==> src/rtl/rr_burst_drain_pkg.sv <==
// rtl/rr_burst_drain_pkg.sv - shared types and width helpers for the round-robin drain stage
package rr_burst_drain_pkg;

   typedef enum logic {
      ST_IDLE   = 1'b0,
      ST_LOCKED = 1'b1
   } state_t;

   function automatic int port_w(input int n);
      return (n > 1) ? $clog2(n) : 1;
   endfunction

   // Counter must represent BURST_LEN itself, hence the +1.
   function automatic int beat_w(input int b);
      return (b > 0) ? $clog2(b + 1) : 1;
   endfunction

endpackage

==> src/rtl/rr_burst_drain_rr_pick.sv <==
// rtl/rr_burst_drain_rr_pick.sv - combinational rotating priority picker
// Finds the first set request bit scanning upward from start, wrapping at N.
module rr_pick #(
   parameter int N = 4,
   parameter int W = 2
) (
   input  logic [N-1:0] req,
   input  logic [W-1:0] start,
   output logic [N-1:0] gnt,
   output logic [W-1:0] idx,
   output logic         any
);

   always_comb begin
      int         c;
      logic [W-1:0] ci;
      gnt = '0;
      idx = '0;
      any = 1'b0;
      c   = 0;
      ci  = '0;
      for (int i = 0; i < N; i++) begin
         c = int'(start) + i;
         if (c >= N) begin
            c = c - N;
         end
         ci = W'(c);
         if (!any && req[ci]) begin
            any     = 1'b1;
            idx     = ci;
            gnt[ci] = 1'b1;
         end
      end
   end

endmodule

==> src/rtl/rr_burst_drain.sv <==
// rtl/rr_burst_drain.sv - round-robin burst drain of per-port FIFOs into one registered output
// Grants are held for up to BURST_LEN pops; re-arbitration happens in the same cycle a burst ends.
module rr_burst_drain
   import rr_burst_drain_pkg::*;
#(
   parameter int   NUM_PORTS  = 4,
   parameter int   DATA_WIDTH = 8,
   parameter int   BURST_LEN  = 4,
   localparam int  PORT_W     = port_w(NUM_PORTS)
) (
   input  logic                            clk,
   input  logic                            rst,
   input  logic [NUM_PORTS-1:0]            fifo_empty,
   input  logic [NUM_PORTS*DATA_WIDTH-1:0] fifo_rd_data,
   output logic [NUM_PORTS-1:0]            fifo_rd_en,
   output logic                            out_valid,
   output logic [DATA_WIDTH-1:0]           out_data,
   output logic [PORT_W-1:0]               out_port,
   output logic                            out_first,
   input  logic                            out_ready
);

   localparam int                 BEAT_W    = beat_w(BURST_LEN);
   localparam logic [BEAT_W-1:0]  BEAT_MAX  = BEAT_W'(BURST_LEN);
   localparam logic [PORT_W-1:0]  LAST_PORT = PORT_W'(NUM_PORTS - 1);

   state_t                state_q, state_d;
   logic [PORT_W-1:0]     g_q, g_d;
   logic [BEAT_W-1:0]     beats_q, beats_d;
   logic [PORT_W-1:0]     rr_ptr_q, rr_ptr_d;
   logic                  out_valid_q, out_valid_d;
   logic [DATA_WIDTH-1:0] out_data_q, out_data_d;
   logic [PORT_W-1:0]     out_port_q, out_port_d;
   logic                  out_first_q, out_first_d;

   logic [DATA_WIDTH-1:0] slice [NUM_PORTS];
   logic                  slot_free;
   logic                  keep_burst;
   logic [PORT_W-1:0]     scan_ptr;
   logic [NUM_PORTS-1:0]  pick_gnt;
   logic [PORT_W-1:0]     pick_idx;
   logic                  pick_any;
   logic [NUM_PORTS-1:0]  rd_en_c;
   logic                  pop;
   logic [PORT_W-1:0]     pop_idx;
   logic                  first_c;

   for (genvar i = 0; i < NUM_PORTS; i++) begin : g_slice
      assign slice[i] = fifo_rd_data[i*DATA_WIDTH +: DATA_WIDTH];
   end

   assign slot_free  = !out_valid_q || out_ready;
   assign keep_burst = (state_q == ST_LOCKED) && !fifo_empty[g_q] && (beats_q < BEAT_MAX);
   // Releasing a grant advances the pointer past the holder before the same-cycle rescan.
   assign scan_ptr   = (state_q == ST_LOCKED) ? ((g_q == LAST_PORT) ? '0 : g_q + PORT_W'(1))
                                              : rr_ptr_q;

   rr_pick #(
      .N (NUM_PORTS),
      .W (PORT_W)
   ) u_pick (
      .req   (~fifo_empty),
      .start (scan_ptr),
      .gnt   (pick_gnt),
      .idx   (pick_idx),
      .any   (pick_any)
   );

   always_comb begin
      state_d     = state_q;
      g_d         = g_q;
      beats_d     = beats_q;
      rr_ptr_d    = rr_ptr_q;
      out_valid_d = out_valid_q;
      out_data_d  = out_data_q;
      out_port_d  = out_port_q;
      out_first_d = out_first_q;
      rd_en_c     = '0;
      pop         = 1'b0;
      pop_idx     = g_q;
      first_c     = 1'b0;

      if (slot_free) begin
         if (keep_burst) begin
            pop          = 1'b1;
            pop_idx      = g_q;
            beats_d      = beats_q + BEAT_W'(1);
            rd_en_c[g_q] = 1'b1;
         end else begin
            rr_ptr_d = scan_ptr;
            if (pick_any) begin
               pop     = 1'b1;
               pop_idx = pick_idx;
               first_c = 1'b1;
               rd_en_c = pick_gnt;
               state_d = ST_LOCKED;
               g_d     = pick_idx;
               beats_d = BEAT_W'(1);
            end else begin
               state_d = ST_IDLE;
               beats_d = '0;
            end
         end
      end

      if (pop) begin
         out_valid_d = 1'b1;
         out_data_d  = slice[pop_idx];
         out_port_d  = pop_idx;
         out_first_d = first_c;
      end else if (out_ready) begin
         out_valid_d = 1'b0;
      end
   end

   always_ff @(posedge clk or posedge rst) begin
      if (rst) begin
         state_q     <= ST_IDLE;
         g_q         <= '0;
         beats_q     <= '0;
         rr_ptr_q    <= '0;
         out_valid_q <= 1'b0;
         out_data_q  <= '0;
         out_port_q  <= '0;
         out_first_q <= 1'b0;
      end else begin
         state_q     <= state_d;
         g_q         <= g_d;
         beats_q     <= beats_d;
         rr_ptr_q    <= rr_ptr_d;
         out_valid_q <= out_valid_d;
         out_data_q  <= out_data_d;
         out_port_q  <= out_port_d;
         out_first_q <= out_first_d;
      end
   end

   assign fifo_rd_en = rst ? '0 : rd_en_c;
   assign out_valid  = out_valid_q;
   assign out_data   = out_data_q;
   assign out_port   = out_port_q;
   assign out_first  = out_first_q;

endmodule

==> config.mk <==
export PLATFORM = sky130hd
export DESIGN_NAME = rr_burst_drain
export DESIGN_NICKNAME = d
export VERILOG_FILES = /design/src/rtl/rr_burst_drain_pkg.sv /design/src/rtl/rr_burst_drain_rr_pick.sv /design/src/rtl/rr_burst_drain.sv
export SDC_FILE = /design/constraint.sdc
export NUM_CORES = 1
export LEC_CHECK = 0
export CORE_ASPECT_RATIO = 1.5
export CORE_UTILIZATION = 47
export DETAILED_ROUTE_END_ITERATION = 12
export GPL_ROUTABILITY_DRIVEN = 0
export PLACE_DENSITY = 0.88
export SYNTH_ARGS = -nofsm -noshare
export SYNTH_HDL_FRONTEND = slang
export SYNTH_SLANG_ARGS = --single-unit
==> constraint.sdc <==
create_clock -name clk -period 5.05 [get_ports clk]
set_input_delay 1.01 -clock clk [delete_from_list [all_inputs] [get_ports clk]]
set_output_delay 1.01 -clock clk [all_outputs]
set_load 0.02 [all_outputs]
==> run metrics <==
FF+latch area=500 um2; Peak VDD IR=0.427 mV; CTS tree=yes; Fmax=0.219 GHz; met2 Use GR=0.466; P_leak=1.10 nW; dpl hpwl=3330 um; clk sinks=20; final setup skew=0.00221 ns; total grt overflow=0; register area share after synthesis=0.293; Slowest-stage cell, CP=dfrtp_1; area of the multi-input gates=1090 um2; met1 Resource Use GR=0.257; Resize count post-CTS=0; syn_nets=246; Ys Warns=0; postcts setup bufs=0; core area=3450 um2; # port buffers=54; met3 Use GR=0.0399; CP arrival=3.55 ns; Antenna Nets Post-Route=0; Post-Route WL=4290 um; Most common cell on crit path=ha_1; Die Ht=75.9 um; Period minus WS final=4.56 ns; Crit path required time=4.04 ns; fin crit share=0.904; area grow syn2layout=35.0%; crit path kind=flip-flop to output port; GRT Total Usage=0.243; TritonRoute pass-1 iters=4; most common flop cell mapped by yosys=dfrtp_1; die area=3890 um2; Crit. End Element=output port; final instance area=2310 um2; count of state elements after synthesis=20; n_diodes=0; Setup crit start kind=flip-flop; async set-reset flop share out of synthesis=1.00; DR iter-0 viols=30; Root Buffer=clkbuf_8; Final Hold Fails=0; placed cell areas=2260 um2; Initial Util=0.496; Max Fanout on Critical Path=8; CTS clk-pin slew, worst paths=0.07 ns; setup violators final=0; crit-path cells=ha_1 > or3b_4 > nand2_1 > ha_1 > nand2b_1 > a211o_1 > and2_0 > a22o_1 > a221oi_1 > a21oi_1 > dlymetal6s2s_1; GRT busiest layer=met2; ratio of cells with drive above 1 in the final layout=0.0576; Syn Area/Cell=8.81 um2; Via density=5.88; total CTS buffers=3; first-pass GRT wire length=7030 um; Fillers=284; CTS Hold Bufs=0; via count=1677; Synth Instances=194; Nets=297; # IOs=55; setup tns final=0 ns; antenna violations before repair=0; number of global-route vias before repair=1621; Buffers & Inverters on Critical Path=1; Skew-Pair Late Insertion Delay=0.26 ns; Residual DRC=0; Worst Hold Class=flip-flop to flip-flop; H-tree depth=1; largest stage delay on the critical path=0.47 ns; Max clock buf depth=2; outcome=complete, no violations; drt wl/cell=15.0 um; Horiz. Die Dim=51.2 um; Mapped Area=1710 um2; Fin Hold WS=0.476 ns; # rows=26; Worst Tran Pin Value=0.727 ns; RSZ-0062 raised after global routing=no; largest net degree at the start of global routing=21; Final Max Slew Viols=0; CP top delay family=compound AO/OA/AOI/OAI gates; total power density per cell area=645 nW/um2; max-cap violation count=0; EDFF count, synth=0; count of cell types in the netlist=50; relative slew slack=0.515
## registers in the layout, indices dropped and copies added, names as in the netlist
signal     flops
beats_q        3
g_q            2
out_data       8
out_first      1
out_port       2
out_valid      1
rr_ptr_q       2
state_q        1
## final cells by class
| cell class | count | area share |
|---|---|---|
| sequential | 20 | 0.217 |
| multi-input combinational | 150 | 0.471 |
| inverter | 12 | 0.0195 |
| tap | 42 | 0.0228 |
| timing repair buffer | 58 | 0.252 |
| clock buffer | 3 | 0.0179 |
## power by group
group | internal (mW) | switching (mW) | total [mW]
combinational | 0.499 | 0.607 | 1.11
sequential | 0.227 | 0.0510 | 0.278
clock | 0.0531 | 0.0505 | 0.104
total | 0.779 | 0.709 | 1.49
## synthesized netlist by cell type (2+ instances only)
cell | instances | share of area
o221ai_1 | 8 | 0.041
ha_1 | 13 | 0.095
a22o_1 | 3 | 0.015
o211ai_1 | 2 | 0.0088
nand2b_1 | 7 | 0.026
a21oi_1 | 6 | 0.018
nand3_1 | 4 | 0.012
clkbuf_1 | 5 | 0.011
a32oi_1 | 2 | 0.010
nor2_1 | 6 | 0.013
nand4_1 | 2 | 0.0073
o311ai_0 | 2 | 0.010
nor3b_1 | 2 | 0.0088
inv_1 | 11 | 0.024
o21a_1 | 3 | 0.013
nand2_1 | 29 | 0.064
a221oi_1 | 2 | 0.010
o22ai_1 | 2 | 0.0073
o21ai_0 | 14 | 0.041
dfrtp_1 | 20 | 0.29
mux2i_1 | 21 | 0.12
buf_2 | 2 | 0.0059
## worst paths after layout
kind                                    startpoint                 endpoint  slack [ns]  depth (start not counted)
setup / recovery                  g_q[0]$_DFF_PP0_            fifo_rd_en[3]        0.49                         11
min in group asynchronous                      rst  out_data[3]$_DFFE_PP0P_        1.21                          2
hold / removal             out_port[1]$_DFFE_PP0P_  out_port[1]$_DFFE_PP0P_        0.48                          2
setup reg to reg                  g_q[0]$_DFF_PP0_  out_data[4]$_DFFE_PP0P_        1.32                         12
max in group asynchronous                      rst         g_q[1]$_DFF_PP0_        3.38                          2
hold reg to reg            out_port[1]$_DFFE_PP0P_  out_port[1]$_DFFE_PP0P_        0.48                          2
## cells by family after synthesis
group                      Yosys count  synth area share
muxes                               23             0.144
DFF                                 20             0.293
buffers and inverters               24            0.0710
AOI/OAI and AO/OA                   53             0.220
adders and majority gates           13            0.0952
and+or+nand+nor                     61             0.177
## worst reg2reg max path: stages, from the launching register on
cell	delay, ns
dfrtp_1	0.47
ha_1	0.30
or3b_4	0.44
nand2_1	0.09
ha_1	0.30
nand2b_1	0.18
a211o_1	0.33
and2_0	0.27
o2111a_1	0.30
nor3_2	0.18
buf_4	0.31
mux2i_1	0.28
o221ai_1	0.13
## per-layer routing
layer	part of all wire	wire length, um	up-vias
li1	-	-	810
met1	0.39	1680	782
met2	0.52	2220	76
met3	0.066	281	9
met4	0.024	104	0
met5	0	0	-
## layout by cell type, fill, tap and decap left out, drive strengths merged, types with 3 or more instances in the layout
cell,netlist,layout
dfrtp,20,20
clkbuf,6,3
mux2i,22,22
nand2b,7,7
a21oi,6,6
dlymetal6s2s,0,4
nand3,4,4
a22o,3,3
nand2,29,29
ha,13,13
inv,12,12
buf,6,4
o21a,3,3
o21ai,15,15
o221ai,8,8
clkdlybuf4s50,0,50
nor2,6,6
## through the flow
stage	utilization	instances	worst slack, ns	power [mW]
after floorplan	-	194	0.760	1.09
after global placement	0.654	282	0.409	1.34
after detailed placement	0.654	282	0.313	1.37
after CTS	0.666	285	0.0542	1.48
after global routing	0.669	285	0.281	1.60
final	0.669	285	0.486	1.49
(Power assumes the default switching activity.)
